File: src/rtl/egg_countdown.sv
`default_nettype none
// ============================================================================
//  Module   : egg_countdown
//  Desc     : MM:SS BCD egg timer. Buttons load minutes/seconds, start_stop
//             runs/pauses, a prescaler counts frame_clk ticks into seconds and
//             an alarm phase of up to ALARM_SECS seconds follows 00:00.
//  Revision : 1.0 - initial release
// ============================================================================
module egg_countdown #(
   parameter int TICKS_PER_SEC = 100,
   parameter int ALARM_SECS    = 10
) (
   input  logic       clk_in,
   input  logic       reset,
   input  logic       frame_clk,
   input  logic       start_stop,
   input  logic       clear,
   input  logic       set_min,
   input  logic       set_sec,
   output logic [3:0] min_tens,
   output logic [3:0] min_ones,
   output logic [3:0] sec_tens,
   output logic [3:0] sec_ones,
   output logic       running,
   output logic       alarm,
   output logic       paused
);

   localparam int              c_PW          = (TICKS_PER_SEC > 1) ? $clog2(TICKS_PER_SEC) : 1;
   localparam logic [c_PW-1:0] c_PRESC_LAST  = c_PW'(TICKS_PER_SEC - 1);
   localparam logic [7:0]      c_ALARM_LAST  = 8'(ALARM_SECS - 1);

   localparam logic [1:0] c_IDLE  = 2'd0;
   localparam logic [1:0] c_RUN   = 2'd1;
   localparam logic [1:0] c_PAUSE = 2'd2;
   localparam logic [1:0] c_ALARM = 2'd3;

   logic            r_frame_d;
   logic [1:0]      r_state;
   logic [3:0]      r_mt, r_mo, r_st, r_so;
   logic [c_PW-1:0] r_presc;
   logic [7:0]      r_acnt;
   logic            r_running, r_paused, r_alarm;

   logic            w_tick;
   logic [1:0]      w_state_nxt;
   logic [3:0]      w_mt_nxt, w_mo_nxt, w_st_nxt, w_so_nxt;
   logic [c_PW-1:0] w_presc_nxt;
   logic [7:0]      w_acnt_nxt;
   logic [3:0]      w_dec_mt, w_dec_mo, w_dec_st, w_dec_so;
   logic            w_dec_zero, w_time_zero;

   // frame_clk is a data signal; one tick per rising edge of it
   assign w_tick = frame_clk & ~r_frame_d;

   assign w_time_zero = (r_mt == 4'd0) && (r_mo == 4'd0) && (r_st == 4'd0) && (r_so == 4'd0);

   // BCD decrement of the current time by one second, borrowing through digits
   always_comb begin
      w_dec_mt = r_mt;
      w_dec_mo = r_mo;
      w_dec_st = r_st;
      w_dec_so = r_so;
      if (r_so != 4'd0) begin
         w_dec_so = r_so - 4'd1;
      end else begin
         w_dec_so = 4'd9;
         if (r_st != 4'd0) begin
            w_dec_st = r_st - 4'd1;
         end else begin
            w_dec_st = 4'd5;
            if (r_mo != 4'd0) begin
               w_dec_mo = r_mo - 4'd1;
            end else begin
               w_dec_mo = 4'd9;
               w_dec_mt = r_mt - 4'd1;
            end
         end
      end
      w_dec_zero = (w_dec_mt == 4'd0) && (w_dec_mo == 4'd0) &&
                   (w_dec_st == 4'd0) && (w_dec_so == 4'd0);
   end

   // Next-state / next-time logic; clear beats start_stop beats set buttons
   always_comb begin
      w_state_nxt = r_state;
      w_mt_nxt    = r_mt;
      w_mo_nxt    = r_mo;
      w_st_nxt    = r_st;
      w_so_nxt    = r_so;
      w_presc_nxt = r_presc;
      w_acnt_nxt  = r_acnt;
      if (clear) begin
         w_state_nxt = c_IDLE;
         w_mt_nxt    = 4'd0;
         w_mo_nxt    = 4'd0;
         w_st_nxt    = 4'd0;
         w_so_nxt    = 4'd0;
         w_presc_nxt = '0;
         w_acnt_nxt  = 8'd0;
      end else begin
         case (r_state)
            c_IDLE: begin
               if (start_stop) begin
                  if (!w_time_zero) begin
                     w_state_nxt = c_RUN;
                     w_presc_nxt = '0;
                  end
               end else begin
                  if (set_min) begin
                     if (r_mo == 4'd9) begin
                        w_mo_nxt = 4'd0;
                        w_mt_nxt = (r_mt == 4'd5) ? 4'd0 : r_mt + 4'd1;
                     end else begin
                        w_mo_nxt = r_mo + 4'd1;
                     end
                  end
                  if (set_sec) begin
                     if (r_so == 4'd9) begin
                        w_so_nxt = 4'd0;
                        w_st_nxt = (r_st == 4'd5) ? 4'd0 : r_st + 4'd1;
                     end else begin
                        w_so_nxt = r_so + 4'd1;
                     end
                  end
               end
            end
            c_RUN: begin
               if (start_stop) begin
                  w_state_nxt = c_PAUSE;
               end else if (w_tick) begin
                  if (r_presc == c_PRESC_LAST) begin
                     w_presc_nxt = '0;
                     w_mt_nxt    = w_dec_mt;
                     w_mo_nxt    = w_dec_mo;
                     w_st_nxt    = w_dec_st;
                     w_so_nxt    = w_dec_so;
                     if (w_dec_zero) begin
                        w_state_nxt = c_ALARM;
                        w_acnt_nxt  = 8'd0;
                     end
                  end else begin
                     w_presc_nxt = r_presc + 1'b1;
                  end
               end
            end
            c_PAUSE: begin
               if (start_stop) begin
                  w_state_nxt = c_RUN;
               end
            end
            default: begin
               if (start_stop) begin
                  w_state_nxt = c_IDLE;
                  w_presc_nxt = '0;
                  w_acnt_nxt  = 8'd0;
               end else if (w_tick) begin
                  if (r_presc == c_PRESC_LAST) begin
                     w_presc_nxt = '0;
                     if (r_acnt == c_ALARM_LAST) begin
                        w_state_nxt = c_IDLE;
                        w_acnt_nxt  = 8'd0;
                     end else begin
                        w_acnt_nxt = r_acnt + 8'd1;
                     end
                  end else begin
                     w_presc_nxt = r_presc + 1'b1;
                  end
               end
            end
         endcase
      end
   end

   // State, time, counters and registered flags; reset aborts asynchronously
   always_ff @(posedge clk_in or negedge reset) begin
      if (!reset) begin
         r_frame_d <= 1'b1;
         r_state   <= c_IDLE;
         r_mt      <= 4'd0;
         r_mo      <= 4'd0;
         r_st      <= 4'd0;
         r_so      <= 4'd0;
         r_presc   <= '0;
         r_acnt    <= 8'd0;
         r_running <= 1'b0;
         r_paused  <= 1'b0;
         r_alarm   <= 1'b0;
      end else begin
         r_frame_d <= frame_clk;
         r_state   <= w_state_nxt;
         r_mt      <= w_mt_nxt;
         r_mo      <= w_mo_nxt;
         r_st      <= w_st_nxt;
         r_so      <= w_so_nxt;
         r_presc   <= w_presc_nxt;
         r_acnt    <= w_acnt_nxt;
         r_running <= (w_state_nxt == c_RUN);
         r_paused  <= (w_state_nxt == c_PAUSE);
         r_alarm   <= (w_state_nxt == c_ALARM);
      end
   end

   assign min_tens = r_mt;
   assign min_ones = r_mo;
   assign sec_tens = r_st;
   assign sec_ones = r_so;
   assign running  = r_running;
   assign paused   = r_paused;
   assign alarm    = r_alarm;

endmodule
`default_nettype wire

File: config.mk
export PLATFORM = sky130hd
export DESIGN_NAME = egg_countdown
export DESIGN_NICKNAME = d
export VERILOG_FILES = /design/src/rtl/egg_countdown.sv
export SDC_FILE = /design/constraint.sdc
export NUM_CORES = 1
export LEC_CHECK = 0
export ABC_AREA = 1
export CAP_MARGIN = 10
export CORE_MARGIN = 5
export CORE_UTILIZATION = 40
export DETAILED_ROUTE_END_ITERATION = 10
export RECOVER_POWER = 100
export SLEW_MARGIN = 20
export SYNTH_ARGS = -nofsm -noshare
export SYNTH_HDL_FRONTEND = slang
export SYNTH_SLANG_ARGS = --single-unit
File: constraint.sdc
create_clock -name clk_in -period 2.1 [get_ports clk_in]
set_input_delay 0.21 -clock clk_in [delete_from_list [all_inputs] [get_ports clk_in]]
set_output_delay 0.21 -clock clk_in [all_outputs]
set_load 0.1 [all_outputs]
==> impl_results.md, run 1 <==
* Post-synthesis async set-or-reset flop share at 100%
* Clk sink count at 37
* Vias per cell at 5.14
* Total of flip-flops plus latches after synthesis at 37
* TritonCTS clock tree: built
* Tightest Hold Check Type: in -> reg
* Commonest non-fill, non-tap cell in the layout: nand2_1
* Largest net degree at the start of global routing at 31
* Max Slew Vio Count at 0
* Total Routed Length at 6.83 mm
* Count of flip-flops with a built-in enable after synthesis at 0
* Mapped Cells at 394
* Worst Skew at 7.48 ps
* Switching share of power at 56.0%
* Share of post-route cells with drive strength above 1 at 23.4%
* Part of the power in registers at 22.5%
* Setup Viol. Count Final at 0
* Critical path fanouts, max at 6
* Drt drc at 0
* Count of input and output buffers at 25
* Setup ws final at 63.6 ps
* GRT overflow at 0
* Placed insts at 525
* Yosys top cell by area: dfrtp_1
* Final min period at 2040 ps
* Initial antenna violation count at 0
* HPWL after detailed placement at 5.29 mm
* DR pass1 iterations at 4
* Post-layout util at 50.2%
* Internal at 2.00 mW
* PwrDens at 1350 mW/mm^2
* Wire per inst at 12.7 um
* Global routing usage summed across all routing layers at 16.8%
* CP required at 2320 ps
* Total via count after detailed routing at 2761
* Cell at the root of the clock tree: clkbuf_8
* Net switching power of the design at 2.54 mW
* Leak pwr at 1.58 nW
* Kind of start point of the critical path: flip-flop
* Total CTS buffers at 5
* Highest achievable clock rate at 491 MHz
* Part of the Yosys area used for sequential elements at 33.8%
* Total number of placement rows at 30
* Unique masters post-synth at 37
* Proportion of netlist area held by the largest area contributor at 32.8%
* Gate power share at 66.4%
* Portion of the clock cycle consumed by the worst path in the final layout at 97.0%
* Die width at 92.8 um
* Most area-consuming cells after synthesis: dfrtp_1, nand2_1, inv_1
* Hold violation total from the final report at 0
* CTS clk-pin slew, worst paths at 80 ps
* Nets@finish at 475
* Crit. End Element: flip-flop
* Max-capacitance violation count at 0
* Transition time at the pin with the least slew margin at 1160 ps
* Number of nets produced by synthesis at 413
* Antenna-violating nets left at 0
* Initial core utilization at 40.9%
* Clock insertion delay at the later pin of the skew report at 290 ps
* Total core area at 0.00672 mm^2
* Area of the mapped netlist at 0.00275 mm^2
* Number of global-route vias before repair at 2555
* Setup repair after global routing missed its margin: yes
* Wire length of the first global-routing pass at 11.8 mm
* Clock share of power at 11.1%
* Worst IR drop on VDD at 0.000406 V
* CP Data Arrival Time at 2260 ps
* Area grow syn2layout at 22.8%
* Count of yosys warnings during synthesis at 0
* Fill cell instance count of the final layout at 729
* Boundary Pins at 26
* Most frequent cells in the layout: nand2_1, inv_1, nor2_1
* Initial drt markers at 150
* Number of buffers between clock root and the deepest sink at 2
* Flip-flop cell with the highest count after synthesis: dfrtp_1
* Worst slack at placement at -76.0 ps
* Worst setup path class: reg -> reg
* Number of antenna diodes at 0
* Outcome: complete, no violations
* Syn_area_per_cell at 6.97 um^2
* Worst-case headroom to the max-slew limit at 22.7%
* Number of levels the H-tree was split into at 2
* Area of the die at 0.00862 mm^2
* Placer's final routability congestion estimate at 0.932
* Die Y-Extent at 92.8 um
* Non-filler instance count after layout at 537
[final timing paths]
path | startpoint | end | slack [ps] | cells past startpoint
max in group asynchronous | reset | r_frame_d | 740 | 3
worst max register to register | sec_ones[0] | paused | 60 | 15
worst min register to register | r_acnt[6] | r_acnt[6] | 540 | 2
worst max-delay path | sec_ones[0] | paused | 60 | 15
worst min-delay path | frame_clk | r_frame_d | 480 | 1
min in group asynchronous | reset | sec_tens[0] | 520 | 2
[synth_stat cells (2+ instances only)]
master    count
dfrtp_1      36
o211ai_1      3
o21ai_0      34
ha_1         12
or2_2         3
nor2_2        9
inv_1        59
xor2_1        7
nor2_1       46
nor2_4        2
nand4_1      10
o31ai_1       2
nand3_1      27
o21ai_1      12
nand2_2       8
a21oi_1      12
inv_2         6
clkinv_1      2
nor3_1        7
o22ai_1       5
xnor2_1       2
clkbuf_1      2
nand2_1      74
[routing by layer]
metal  up-vias  track usage [%]  share of wire, %
met5         -                0                 0
met4         0             5.01               1.0
met3         6             3.01               3.8
met2        55             28.4                48
met1      1291             21.9                47
li1       1409                -                 -
[registers in the layout, summed over array words and instances (netlist names)]
name,count
alarm,1
min_ones,4
min_tens,4
paused,1
r_acnt,8
r_frame_d,1
r_presc,7
r_state,2
running,1
sec_ones,4
sec_tens,4
[metrics by stage]
stage          TNS, ps  total power, mW  area (um^2)  hold WS, ps
2_1_floorplan        0             3.17         2780        -85.6
3_3_place_gp      -319             3.99         3280          296
3_5_place_dp      -555             4.02         3280          307
4_1_cts              0             4.53         3370          341
5_1_grt           -294             4.88         3370          466
6_report             0             4.54         3370          481
[cell type report]
class                           instances  area (um^2)  area share [%]
Clock buffer                            6         72.6            2.15
Inverter                               67          259            7.68
Tap cell                               80          100            2.97
Multi-Input combinational cell        287         1590            47.1
Sequential cell                        37          950            28.2
Clock inverter                          2         10.0           0.297
Timing Repair Buffer                   58          393            11.7
[cell families after synthesis]
logic type / Yosys count / synth area share [%]
compound gates: 73 / 14.9
xor+xnor: 9 / 2.87
fa+ha+maj: 12 / 5.47
buf+inv: 70 / 9.62
flops: 37 / 33.8
simple gates: 193 / 33.4
[worst max-delay path, cell delays in order (launching register included)]
cell     delay (ps)
dfrtp_4         500
inv_4            70
ha_4            140
nand2_4          80
buf_4           170
o21ai_1         110
nand2_1          60
inv_1            70
nand3_1         100
nor2_2          130
nand3_2         120
nand2_1         100
nand2_1          60
nand2_2          80
nand2_2          70
nor2_1           90
[timing repair]
action / CTS / global route
gates resized for setup: 0 / 12
setup buffers: 0 / 3
setup endpoints to repair: 0 / 19
hold buffers: 1 / 0
endpoints found under the hold margin: 29 / 0
[power groups by stage]
stage,Sequential [mW],Combinational (mW),Clock [mW]
4_1_cts,1.02,2.99,0.518
3_5_place_dp,1.03,2.98,0
5_1_grt,1.05,3.28,0.554
2_1_floorplan,1.85,1.33,0
3_3_place_gp,1.03,2.97,0
6_report,1.02,3.02,0.502
Note: power is estimated with default switching activity, not from simulation.
==> inputs of run 2 (changes only) <==
--- a/config.mk
+++ b/config.mk
@@ -7,8 +7,9 @@
 export LEC_CHECK = 0
 export ABC_AREA = 1
 export CAP_MARGIN = 10
+export CORE_ASPECT_RATIO = 0.8
 export CORE_MARGIN = 5
-export CORE_UTILIZATION = 40
+export CORE_UTILIZATION = 39
 export DETAILED_ROUTE_END_ITERATION = 10
 export RECOVER_POWER = 100
 export SLEW_MARGIN = 20
==> run 2 against run 1 <==
Setup slack got worse by 14 ps. Critical path depth fell by 2. Sequential power barely moved. Sequential share of layout area fell by 1.2 points. Combinational power rose by 12%. First-iteration DRC count fell by 5.3%. Global-route usage fell by 0.36 points. Register-to-register slack barely moved. Maximum frequency fell by 0.66%. Final cell count rose by 1.7%. Largest cell class unchanged. Largest power group unchanged.
==> impl_results.md, run 2 (same netlist as run 1, synthesis figures left out) <==
* Outcome: complete, no violations
* Leak pwr at 1.62 nW (+2.7%)
* Fill cell instance count of the final layout at 692 (-5.1%)
* Post-layout util at 51.4% (+1.2 points)
* Max reg flops at 8 (unchanged)
* Number of global-route vias before repair at 2581 (+1.0%)
* Worst IR drop on VDD at 0.000850 V (+110%)
* Switching share of power at 55.3% (-0.74 points)
* Global routing usage summed across all routing layers at 16.5% (-0.36 points)
* Highest achievable clock rate at 488 MHz (-0.66%)
* Hold violation total from the final report at 0 (unchanged)
* PwrDens at 1440 mW/mm^2 (+7.0%)
* CTS clk-pin slew, worst paths at 90 ps (about the same)
* Wire length of the first global-routing pass at 12.1 mm (+2.9%)
* Clock share of power at 13.1% (+2.0 points)
* Part of the power in registers at 20.4% (-2.1 points)
* Transition time at the pin with the least slew margin at 1170 ps (+7.86 ps)
* Clock insertion delay at the later pin of the skew report at 300 ps (about the same)
* Worst slack at placement at -83.6 ps (-7.61 ps)
* Tightest Hold Check Type: in -> reg
* Area used by multi-input combinational logic at 0.00169 mm^2 (+6.2%)
* Crit path cell chain: inv_4 -> ha_4 -> nand2_8 -> nor2_8 -> buf_6 -> nand3_2 -> nand2_2 -> nand2_2 -> nor2_4 -> nand3_4 -> a21boi_4 -> nand2_1 -> o21ai_1
* DR pass1 iterations at 4 (unchanged)
* Crit. End Element: flip-flop
* Number of cell instances on the worst register-to-register path at 13 (-2)
* Area grow syn2layout at 28.4%
* Internal at 2.27 mW (+14%)
* Start point of the critical path: sec_ones[1]
* Net switching power of the design at 2.81 mW (+10%)
* Count of input and output buffers at 25 (unchanged)
* CP Data Arrival Time at 2280 ps (+20 ps)
* Post-layout instance area at 0.00352 mm^2 (+4.6%)
* CP required at 2330 ps (about the same)
* Max Slew Vio Count at 0 (unchanged)
* Startpoint of the lowest-slack hold path: frame_clk
* HPWL after detailed placement at 5.35 mm (+1.1%)
* Clk sink count at 37 (unchanged)
* Area of the die at 0.00883 mm^2 (+2.4%)
* Largest stage delay, worst path at 490 ps (about the same)
* Total number of placement rows at 27 (-10%)
* Sequential cell area in the final layout at 950 um^2 (unchanged)
* Wire per inst at 13.1 um (+2.8%)
* FF-to-FF End: r_acnt[7]
* Placement Cell Area at 0.00329 mm^2 (+0.50%)
* Sum of internal, switching and leakage power at 5.08 mW (+12%)
* Number of cells on the worst hold path at 1 (unchanged)
* Setup repair after global routing missed its margin: yes
* Hold Crit Endpoint: r_frame_d
* Initial drt markers at 142 (-5.3%)
* Kind of start point of the critical path: flip-flop
* R2R Path Start: sec_ones[1]
* Internal reg-to-reg setup slack at 50 ps (about the same)
* Initial antenna violation count at 0 (unchanged)
* Share of post-route cells with drive strength above 1 at 27.9% (+4.5 points)
* Biggest register: r_acnt
* Initial core utilization at 40.0% (-0.83 points)
* Total Routed Length at 7.14 mm (+4.5%)
* Placer's final routability congestion estimate at 0.857 (-8.0%)
* Worst setup path class: reg -> reg
* Commonest non-fill, non-tap cell in the layout: nand2_1
* Max-capacitance violation count at 0 (unchanged)
* Portion of the clock cycle consumed by the worst path in the final layout at 97.6% (+0.64 points)
* Die Y-Extent at 85.0 um (-8.4%)
* Worst Skew at 7.44 ps (-0.0389 ps)
* Total via count after detailed routing at 2712 (-1.8%)
* Final min period at 2050 ps (+13.5 ps)
* GRT overflow at 0 (unchanged)
* Critical path fanouts, max at 7 (+1)
* Most frequent cells in the layout: nand2_1, inv_1, nor2_1
* Setup Viol. Count Final at 0 (unchanged)
* Number of levels the H-tree was split into at 2 (unchanged)
* Die width at 104 um (+12%)
* Largest net degree at the start of global routing at 20 (-35%)
* Number of buffers between clock root and the deepest sink at 2 (unchanged)
* TritonCTS clock tree: built
* Cell at the root of the clock tree: clkbuf_8
* Biggest regs: r_acnt x8, r_presc x7
* Vias per cell at 4.97 (-3.4%)
* Antenna-violating nets left at 0 (unchanged)
* Cell with the biggest individual delay on the critical path: dfrtp_4
* Most used cell along the critical path: nand2_2
* Boundary Pins at 26 (unchanged)
* Worst-case headroom to the max-slew limit at 22.2% (-0.52 points)
* Total core area at 0.00686 mm^2 (+2.1%)
* Nets@finish at 477 (+0.42%)
* Setup ws final at 50.1 ps (-13.5 ps)
* Drt drc at 0 (unchanged)
* Gate power share at 66.5% (about the same)
* Total CTS buffers at 5 (unchanged)
* Number of antenna diodes at 0 (unchanged)
run 2: cell count changes in the layout (fill, tap and decap cells not counted), sizes merged:
cell and change:
bufinv +1, clkinv -2, buf +3, inv +1
clkinvlp +1, clkbuf -2
run 2: stage by stage:
step	setup TNS, ps	cells	hold WS [ps]
final	0	546	468
after global routing	-865	546	445
after CTS	0	542	327
after detailed placement	-561	533	179
after global placement	-210	533	171
after floorplan	0	394	-85.6
run 2: timing repair:
action                                  4_1_cts  5_1_grt
hold buffers                                  1        0
buffers inserted                              0        4
endpoints found under the hold margin        17        0
endpoints found under the setup margin        8       18
pin swaps                                     2       17
gates resized for setup                       3       35
run 2: power groups by stage:
stage / combinational (mW) / sequential (mW) / clock [mW]
finish: 3.38 / 1.04 / 0.664
CTS: 3.03 / 1.03 / 0.683
global placement: 2.99 / 1.04 / 0
floorplan: 1.33 / 1.85 / 0
global route: 3.65 / 1.06 / 0.724
detailed placement: 2.99 / 1.04 / 0
run 2: critical path, delay by kind of cell, from the launching register on:
kind	cells	cell delay (ps)
adder cells (fa/ha/maj)	1	160
buffers and inverters	2	200
AO/OA/AOI/OAI	2	300
flip-flops	1	490
AND/OR/NAND/NOR	8	810
run 2: metal layers:
metal / share of wire, % / wire [um] / vias up / track usage (%)
met2: 44 / 3130 / 49 / 24.9
li1: - / - / 1407 / -
met4: 1.4 / 102 / 0 / 4.59
met1: 50 / 3600 / 1248 / 23.6
met3: 4.3 / 305 / 8 / 3.73
met5: 0 / 0 / - / 0
run 2: worst max-delay path by stage:
stage           endpoint  slack, ps  cells past startpoint
6_report       r_acnt[7]         50                     13
3_3_place_gp   r_acnt[3]        -40                     13
5_1_grt        r_acnt[7]       -100                     12
2_1_floorplan  r_acnt[3]          6                     15
4_1_cts        r_acnt[7]        0.8                     12
3_5_place_dp   r_acnt[6]        -80                     13
run 2: cell type report:
cell class              count  area share [%]
repair buffers             60            11.6
inverters                  67            7.28
clock inverters             3            1.31
clock buffers               5            1.95
well taps                  87            3.09
multi-input cells         287            47.8
flip-flops and latches     37            26.9
